## src/rtl/mem_pkg.sv

```systemverilog
// Shared encodings for the data-memory initiator: access sizes, FSM states,
// default memory depth and the alignment/size legality rule.
// Imported by data_mem_master and mem_lane_fmt.
package mem_pkg;

  localparam int DEPTH_DEF = 32;

  localparam logic [1:0] SIZE_B = 2'b00;
  localparam logic [1:0] SIZE_H = 2'b01;
  localparam logic [1:0] SIZE_W = 2'b10;
  localparam logic [1:0] SIZE_X = 2'b11;

  typedef enum logic [2:0] {
    IDLE     = 3'd0,
    RD       = 3'd1,
    WR       = 3'd2,
    RMW_RD   = 3'd3,
    RMW_WR   = 3'd4,
    RESP_ERR = 3'd5
  } state_e;

  // Illegal size, or a half/word that does not sit on its natural boundary.
  function automatic logic bad_shape(input logic [1:0] size, input logic [1:0] lane);
    logic bad;
    bad = 1'b0;
    case (size)
      SIZE_B:  bad = 1'b0;
      SIZE_H:  bad = lane[0];
      SIZE_W:  bad = (lane != 2'b00);
      default: bad = 1'b1;
    endcase
    return bad;
  endfunction

endpackage

```

## src/rtl/mem_lane_fmt.sv

```systemverilog
// Lane formatter: extracts and extends a byte/half/word from a memory word for
//   loads, and merges store data into the addressed lanes (little-endian).
// Purely combinational; no latency, no flow control.
// Ports: rd_word/wdata/lane/size/sign_ext in, load_data/merge_data out.
module mem_lane_fmt
  import mem_pkg::*;
(
  input  logic [31:0] rd_word,
  input  logic [31:0] wdata,
  input  logic [1:0]  lane,
  input  logic [1:0]  size,
  input  logic        sign_ext,
  output logic [31:0] load_data,
  output logic [31:0] merge_data
);

  logic [7:0]  byte_sel;
  logic [15:0] half_sel;

  always_comb begin
    byte_sel   = rd_word[{lane, 3'b000} +: 8];
    half_sel   = rd_word[{lane[1], 4'b0000} +: 16];
    load_data  = '0;
    merge_data = rd_word;

    case (size)
      SIZE_B: begin
        load_data = {{24{sign_ext & byte_sel[7]}}, byte_sel};
        merge_data[{lane, 3'b000} +: 8] = wdata[7:0];
      end
      SIZE_H: begin
        load_data = {{16{sign_ext & half_sel[15]}}, half_sel};
        merge_data[{lane[1], 4'b0000} +: 16] = wdata[15:0];
      end
      SIZE_W: begin
        load_data  = rd_word;
        merge_data = wdata;
      end
      default: begin
        load_data  = '0;
        merge_data = rd_word;
      end
    endcase
  end

endmodule

```

## src/rtl/data_mem_master.sv

```systemverilog
// MEM-stage initiator: turns byte-addressed load/store requests into word
//   memory cycles; sub-word stores are read-modify-write.
// Latency accept->resp_valid: load/SW/error 2 cycles, SB/SH 3 cycles.
// Backpressure: req_ready only in IDLE; stall = req_valid & ~req_ready.
// Ports: clk/reset; req_* request handshake; resp_* one-cycle completion;
//   Memread/MemWrite/mem_address/mem_writeData/mem_readData to the data memory.
module data_mem_master
  import mem_pkg::*;
#(
  parameter int DEPTH = DEPTH_DEF,
  parameter int AW    = 32
) (
  input  logic          clk,
  input  logic          reset,
  input  logic          req_valid,
  output logic          req_ready,
  input  logic          req_write,
  input  logic [1:0]    req_size,
  input  logic          req_signed,
  input  logic [AW-1:0] req_addr,
  input  logic [31:0]   req_wdata,
  output logic          resp_valid,
  output logic          resp_err,
  output logic [31:0]   resp_rdata,
  output logic          stall,
  output logic          Memread,
  output logic          MemWrite,
  output logic [AW-1:0] mem_address,
  output logic [31:0]   mem_writeData,
  input  logic [31:0]   mem_readData
);

  state_e        state_q, state_d;
  logic [AW-1:0] addr_q, addr_d;
  logic [1:0]    size_q, size_d;
  logic          signed_q, signed_d;
  logic [31:0]   wdata_q, wdata_d;
  logic [31:0]   merge_q, merge_d;
  logic [31:0]   wr_hold_q, wr_hold_d;
  logic          resp_valid_q, resp_valid_d;
  logic          resp_err_q, resp_err_d;
  logic [31:0]   resp_rdata_q, resp_rdata_d;

  logic          range_err;
  logic          req_err;
  logic [31:0]   load_data;
  logic [31:0]   merge_data;

  mem_lane_fmt u_lane_fmt (
    .rd_word    (mem_readData),
    .wdata      (wdata_q),
    .lane       (addr_q[1:0]),
    .size       (size_q),
    .sign_ext   (signed_q),
    .load_data  (load_data),
    .merge_data (merge_data)
  );

  // Request legality is judged on the live inputs at accept time, so an error
  // goes straight to RESP_ERR without ever touching the memory.
  assign range_err = ({2'b00, req_addr[AW-1:2]} >= AW'(DEPTH));
  assign req_err   = range_err | bad_shape(req_size, req_addr[1:0]);

  assign req_ready   = (state_q == IDLE);
  assign stall       = req_valid & ~req_ready;
  assign resp_valid  = resp_valid_q;
  assign resp_err    = resp_err_q;
  assign resp_rdata  = resp_rdata_q;
  // addr_q only changes on accept, so the index is held across the access and after it.
  assign mem_address = {2'b00, addr_q[AW-1:2]};

  always_comb begin
    state_d       = state_q;
    addr_d        = addr_q;
    size_d        = size_q;
    signed_d      = signed_q;
    wdata_d       = wdata_q;
    merge_d       = merge_q;
    wr_hold_d     = wr_hold_q;
    resp_valid_d  = 1'b0;
    resp_err_d    = 1'b0;
    resp_rdata_d  = '0;
    Memread       = 1'b0;
    MemWrite      = 1'b0;
    mem_writeData = wr_hold_q;

    case (state_q)
      IDLE: begin
        if (req_valid) begin
          addr_d   = req_addr;
          size_d   = req_size;
          signed_d = req_signed;
          wdata_d  = req_wdata;
          if (req_err) begin
            state_d = RESP_ERR;
          end else if (!req_write) begin
            state_d = RD;
          end else if (req_size == SIZE_W) begin
            state_d = WR;
          end else begin
            state_d = RMW_RD;
          end
        end
      end
      RD: begin
        Memread      = 1'b1;
        resp_valid_d = 1'b1;
        resp_rdata_d = load_data;
        state_d      = IDLE;
      end
      WR: begin
        MemWrite      = 1'b1;
        mem_writeData = wdata_q;
        wr_hold_d     = wdata_q;
        resp_valid_d  = 1'b1;
        state_d       = IDLE;
      end
      RMW_RD: begin
        Memread = 1'b1;
        merge_d = merge_data;
        state_d = RMW_WR;
      end
      RMW_WR: begin
        MemWrite      = 1'b1;
        mem_writeData = merge_q;
        wr_hold_d     = merge_q;
        resp_valid_d  = 1'b1;
        state_d       = IDLE;
      end
      RESP_ERR: begin
        resp_valid_d = 1'b1;
        resp_err_d   = 1'b1;
        state_d      = IDLE;
      end
      default: begin
        state_d = IDLE;
      end
    endcase
  end

  // Strobes are decoded from state_q, so an asynchronous reset forces them low
  // immediately and an interrupted write never lands.
  always_ff @(posedge clk or posedge reset) begin
    if (reset) begin
      state_q      <= IDLE;
      addr_q       <= '0;
      size_q       <= '0;
      signed_q     <= 1'b0;
      wdata_q      <= '0;
      merge_q      <= '0;
      wr_hold_q    <= '0;
      resp_valid_q <= 1'b0;
      resp_err_q   <= 1'b0;
      resp_rdata_q <= '0;
    end else begin
      state_q      <= state_d;
      addr_q       <= addr_d;
      size_q       <= size_d;
      signed_q     <= signed_d;
      wdata_q      <= wdata_d;
      merge_q      <= merge_d;
      wr_hold_q    <= wr_hold_d;
      resp_valid_q <= resp_valid_d;
      resp_err_q   <= resp_err_d;
      resp_rdata_q <= resp_rdata_d;
    end
  end

endmodule
```

## config.mk

```make
export PLATFORM = sky130hd
export DESIGN_NAME = data_mem_master
export DESIGN_NICKNAME = d
export VERILOG_FILES = /design/src/rtl/mem_pkg.sv /design/src/rtl/mem_lane_fmt.sv /design/src/rtl/data_mem_master.sv
export SDC_FILE = /design/constraint.sdc
export NUM_CORES = 1
export LEC_CHECK = 0
export ABC_AREA = 1
export CAP_MARGIN = 20
export CORE_MARGIN = 2
export CORE_UTILIZATION = 53
export CTS_BUF_LIST = sky130_fd_sc_hd__clkbuf_8
export CTS_CLUSTER_SIZE = 8
export DETAILED_ROUTE_END_ITERATION = 10
export PLACE_DENSITY_LB_ADDON = 0.25
export SYNTH_ARGS = -nofsm -noshare
export SYNTH_HDL_FRONTEND = slang
export SYNTH_HIERARCHICAL = 1
export SYNTH_SLANG_ARGS = --single-unit
```

## constraint.sdc

```tcl
create_clock -name clk -period 8 [get_ports clk]
set_clock_uncertainty 0.1 [all_clocks]
set_input_delay 2.4 -clock clk [delete_from_list [all_inputs] [get_ports clk]]
set_output_delay 2.4 -clock clk [all_outputs]
set_load 0.02 [all_outputs]
```

==> flow_summary.json, run 1 <==
{
  "synth_compound_area_share_pct": 11.8,
  "grt_antenna_before_repair": 0,
  "layout.nets": 1524,
  "synth_edf_count": 0,
  "cts_max_path_buffers": 2,
  "r2r_cells": 12,
  "coreArea_sq_mm": 0.0173,
  "root_buffer": "clkbuf_8",
  "syn_area_per_cell_sq_um": 7.34,
  "grt_pass1_vias": 7731,
  "hp-start": "addr_q[2]",
  "io_buffers": 202,
  "grt_usage_pct": 27.8,
  "antenna_cells": 0,
  "start_kind": "input port",
  "cts_resized": 0,
  "min_path_type": "reg2reg",
  "async_flop_share_pct": 100,
  "via_count": 8536,
  "fin_crit_sh_pct": 76.9,
  "synth_common_cells": "441 x nand2_1, 168 x dfrtp_1, 167 x inv_1",
  "dp.cells": 1622,
  "synth_top_family_by_area": "simple AND/OR/NAND/NOR gates",
  "syn_inst": 1280,
  "cts_tree": "built",
  "die_x_um": 137,
  "area_growth_syn_to_layout_pct": 22.3,
  "timing.rr.start": "addr_q[1]",
  "avgViaCountPerCell": 5.16,
  "drt_iter0_markers": 844,
  "reg2reg_to": "merge_q[9]",
  "io_pins": 205,
  "met3_usage_pct": 4.81,
  "rows": 48,
  "syn_area_sq_mm": 0.00939,
  "dr.pass1.iters": 9,
  "postRouteAntennaNets": 0,
  "holdPathStages": 2,
  "min_to": "addr_q[2]",
  "maxCapViolations": 0,
  "grt_overflow": 0,
  "finalSetupViolations": 0,
  "ys.flop_type": "dfrtp_1",
  "cp.required_ps": 5500,
  "worstPathArrival_ps": 3650,
  "ir_worst_vdd_v": 0.000220,
  "routed_wl_um": 25600,
  "start_util_pct": 54.3,
  "p_per_area_mw_per_mm2": 347,
  "grt_util_met1_pct": 39.5,
  "placed_cell_area_sq_mm": 0.0111,
  "cts_setup_buffers": 0,
  "drc_errors": 0,
  "clock.fmax_ghz": 0.163,
  "h-tree-depth": 4,
  "muxShareOfSynthArea_pct": 0.919,
  "synthSimpleGateAreaFrac_pct": 27.8,
  "cts_hold_buffers": 0,
  "leakage_uw": 0.00586,
  "grt_max_degree": 78,
  "grt_setup_unrepaired": "no",
  "min_period_ps": 6150,
  "stdcell_area_sq_mm": 0.0115,
  "cts_buffers": 17,
  "fin_ws_ps": 1850,
  "yosysWarnings": 6,
  "grt_most_used_layer": "met2",
  "synth_cell_types": 33,
  "place_congestion": 0.954,
  "finalHoldViolCount": 0,
  "stdcell_count": 1653,
  "dieArea_sq_mm": 0.0188,
  "met2_usage_pct": 42.6,
  "status": "complete, no violations",
  "crit_path_max_fanout": 2,
  "grt_pass1_wl_um": 40000,
  "dp_hpwl_um": 18500,
  "worstSetupEndpointType": "output pin",
  "finalMaxSlewViolations": 0,
  "yosysMostFrequentCell": "nand2_1",
  "yosys.area.top_type": "dfrtp_1",
  "slew_headroom_pct": 36.6,
  "ff2ff_setup_slack_ps": 4700,
  "yosysTopAreaCellShare_pct": 44.8,
  "drive_above_1_share_pct": 5.11,
  "clkTransAtPathRegs_ps": 90,
  "tns_ps": 0,
  "synth-xor-area-share_pct": 0,
  "die_height_um": 137,
  "ys_seq_area_share_pct": 44.8,
  "clk_latency_ps": 470,
  "pre_cts_slack_ps": 1840,
  "avgRoutedWirePerCell_um": 15.5,
  "synth_area_leaders": "dfrtp_1 45%, nand2_1 18%, inv_1 6.7%",
  "worstMarginPinSlew_ps": 949,
  "clkSinkCount": 168,
  "critPathKind": "in2out",
  "synth_adder_area_share_pct": 0.666,
  "ys_ff_latch": 168
}
==> state kept, by name, indices dropped and copies added, names as in the netlist, 2 cells and up <==
signal	cells
size_q	2
resp_rdata	32
state_q	3
merge_q	32
wdata_q	32
addr_q	32
wr_hold_q	32
==> layout by cell type (no fill, tap or decap), types with 3 or more instances in the layout <==
master	Yosys	routed
mux2_4	5	5
a21oi_1	68	68
buf_4	46	4
inv_1	167	168
o21ai_1	12	12
nor2_8	3	3
o211ai_1	7	7
nand2_2	6	6
clkbuf_8	0	19
nand4_1	13	13
nor2_1	121	121
o221ai_1	26	26
ha_1	5	5
dfrtp_1	168	167
nand3_1	43	43
clkinv_1	3	3
inv_6	0	3
o21ai_2	3	3
clkdlybuf4s50_1	0	202
nand2_4	3	3
inv_2	9	9
nand2_1	441	441
a22oi_1	9	9
o21ai_0	66	66
==> metrics by stage <==
step / hold slack, ps / util, % / total power, uW
detailed placement: 357 / 64.2 / 3370
global placement: 354 / 64.2 / 3340
floorplan: 343 / - / 2800
finish: 376 / 66.4 / 3990
global route: 404 / 66.4 / 4290
CTS: 379 / 66.4 / 3980
==> critical path, stage by stage <==
cell             delay (ps)
clkdlybuf4s50_1         470
inv_1                    70
nor2_1                  100
clkdlybuf4s50_1         600
==> layout make-up <==
type	count	area [sq um]
flip-flops and latches	168	4210
inverters	181	689
well taps	225	282
repair buffers	206	2050
clock buffers	19	262
fillers	1548	5810
clock inverters	12	128
multi-input cells	842	3870
==> per-layer routing <==
metal | routed length, um | up-vias
li1 | - | 4223
met5 | 0 | -
met2 | 11500 | 322
met1 | 11500 | 3951
met3 | 1880 | 40
met4 | 616 | 0
==> worst max path at each step <==
stage / from / to / slack (ps) / depth (start not counted)
5_1_grt: req_valid / stall / 1810 / 4
6_report: req_valid / stall / 1850 / 4
3_5_place_dp: req_valid / stall / 1840 / 4
3_3_place_gp: req_valid / stall / 1850 / 4
2_1_floorplan: reset / addr_q[0] / 950 / 1
4_1_cts: req_valid / stall / 1840 / 4
==> cells by family (layout without fill, tap and decap cells) <==
logic type	after synthesis	count (layout)
and+or+nand+nor	638	638
buffers and inverters	271	418
other	1	2
AOI/OAI and AO/OA	191	191
adders and majority gates	5	5
DFF	168	168
muxes	6	6
==> power by group <==
group	leakage, uW	internal, uW	switching [uW]
clock network	0.000201	292	316
registers	0.00216	1100	203
logic	0.00350	751	1330
total	0.00586	2140	1840
No activity file was read; power rests on OpenSTA's default activity.
==> run 2: changes to the inputs <==
==> constraint.sdc (replaced) <==
create_clock -name clk -period 5.8 [get_ports clk]
set_clock_uncertainty 0.1 [all_clocks]
set_input_delay 1.74 -clock clk [delete_from_list [all_inputs] [get_ports clk]]
set_output_delay 1.74 -clock clk [all_outputs]
set_load 0.02 [all_outputs]
==> run 2 against run 1 <==
Power is 37% higher. Largest cell class unchanged. Register-to-register slack worse by 1700 ps. First-iteration DRC count is 15% lower. Clock power is 30% higher.
==> flow_summary.json, run 2 (same netlist as run 1, synthesis figures left out) <==
{
  "stdcell_area_sq_mm": 0.0115,
  "area_growth_syn_to_layout_pct": 22.5,
  "avgRoutedWirePerCell_um": 15.7,
  "start_kind": "input port",
  "finalMaxSlewViolations": 0,
  "finalHoldViolCount": 0,
  "p_per_area_mw_per_mm2": 476,
  "min_path_type": "reg2reg",
  "slew_headroom_pct": 38.4,
  "grt_pass1_vias": 7887,
  "grt_max_degree": 77,
  "grt_usage_pct": 28.1,
  "maxCapViolations": 0,
  "pre_cts_slack_ps": 925,
  "crit_path_max_fanout": 2,
  "die_x_um": 137,
  "rows": 48,
  "layout.nets": 1526,
  "cp.required_ps": 3960,
  "cts_tree": "built",
  "clkTransAtPathRegs_ps": 80,
  "r2r_cells": 11,
  "fin_crit_sh_pct": 84.2,
  "stdcell_count": 1656,
  "leakage_uw": 0.00587,
  "antenna_cells": 0,
  "grt_pass1_wl_um": 40400,
  "clk_latency_ps": 460,
  "drt_iter0_markers": 716,
  "critical_path.top_delay_family": "buffers and inverters",
  "coreArea_sq_mm": 0.0173,
  "finalSetupViolations": 0,
  "crit_buf_inv": 3,
  "min_to": "addr_q[18]",
  "cts_resized": 0,
  "timing.rr.start": "addr_q[0]",
  "cts_max_path_buffers": 2,
  "dr.pass1.iters": 8,
  "cts_setup_buffers": 0,
  "h-tree-depth": 4,
  "dp.cells": 1624,
  "tns_ps": 0,
  "avgViaCountPerCell": 5.17,
  "mostFrequentLayoutCells": "441 x nand2_1, 202 x clkdlybuf4s50_1, 169 x inv_1, 167 x dfrtp_1, 121 x nor2_1",
  "reg2reg_to": "merge_q[9]",
  "root_buffer": "clkbuf_8",
  "hp-start": "addr_q[18]",
  "clock.fmax_ghz": 0.205,
  "critPathKind": "in2out",
  "status": "complete, no violations",
  "ir_worst_vdd_v": 0.000284,
  "holdPathStages": 2,
  "place_congestion": 0.959,
  "die_height_um": 137,
  "cts_hold_buffers": 0,
  "drive_above_1_share_pct": 5.24,
  "min_period_ps": 4880,
  "grt_antenna_before_repair": 0,
  "postRouteAntennaNets": 0,
  "fin_ws_ps": 916,
  "clkSinkCount": 168,
  "ff2ff_setup_slack_ps": 3040,
  "worstMarginPinSlew_ps": 922,
  "dp_hpwl_um": 19000,
  "io_pins": 205,
  "holdWs_ps": 374,
  "num-fill-cells": 1548,
  "start_util_pct": 54.3,
  "grt_setup_unrepaired": "no",
  "dieArea_sq_mm": 0.0188,
  "grt_overflow": 0,
  "worstPathArrival_ps": 3040,
  "worstSetupEndpointType": "output pin",
  "cts_buffers": 17,
  "final_common_cell": "nand2_1",
  "slowest_delay_ps": 630,
  "routed_wl_um": 26000,
  "cp_cell_sequence": "clkdlybuf4s50_1 -> inv_1 -> nor2_1 -> clkdlybuf4s50_1",
  "cpMaxStageDelayCell": "clkdlybuf4s50_1",
  "io_buffers": 202,
  "via_count": 8569,
  "drc_errors": 0,
  "placed_cell_area_sq_mm": 0.0111,
  "cpMostUsedCell": "clkdlybuf4s50_1"
}
[run 2: worst register-to-register path, delay by kind of cell (launching register included)]
family                   cells  cell delay [ps]
flip-flops                   1              610
AND/OR/NAND/NOR              7              950
buffers and inverters        2              500
adder cells (fa/ha/maj)      1              390
AO/OA/AOI/OAI                1              150
[run 2: metal layers]
| metal | up-vias | global-route usage, % | routed length (um) |
|---|---|---|---|
| met3 | 36 | 5.81 | 1900 |
| li1 | 4229 | - | - |
| met4 | 0 | 8.88 | 580 |
| met2 | 317 | 44.3 | 11900 |
| met1 | 3987 | 39.1 | 11600 |
| met5 | - | 0 | 0 |
[run 2: layout make-up]
type                    count  area (sq um)  area share [%]
flip-flops and latches    168          4210            36.6
multi-input cells         842          3870            33.6
repair buffers            208          2090            18.2
inverters                 181           688            5.98
well taps                 225           282            2.45
clock buffers              19           262            2.27
clock inverters            13           105           0.914
[run 2: where the power goes]
part | switching, uW | total [uW] | internal, uW
registers | 279 | 1790 | 1520
clock network | 433 | 792 | 359
logic | 1850 | 2890 | 1040
total | 2560 | 5480 | 2920
[run 2: how the worst max path moves through the flow]
stage / to / start / slack [ps] / cells after the start
floorplan: addr_q[0] / reset / 1820 / 1
finish: stall / req_valid / 920 / 4
global route: mem_writeData[17] / state_q[2] / 810 / 7
detailed placement: stall / req_valid / 920 / 4
CTS: stall / req_valid / 920 / 4
global placement: stall / req_valid / 970 / 4
[run 2: stage by stage]
step                      power [uW]  util, %
final                           5480     66.5
after global routing            5880     66.5
after CTS                       5470     66.5
after detailed placement        4680     64.4
after global placement          4630     64.4
after floorplan                 3870        -
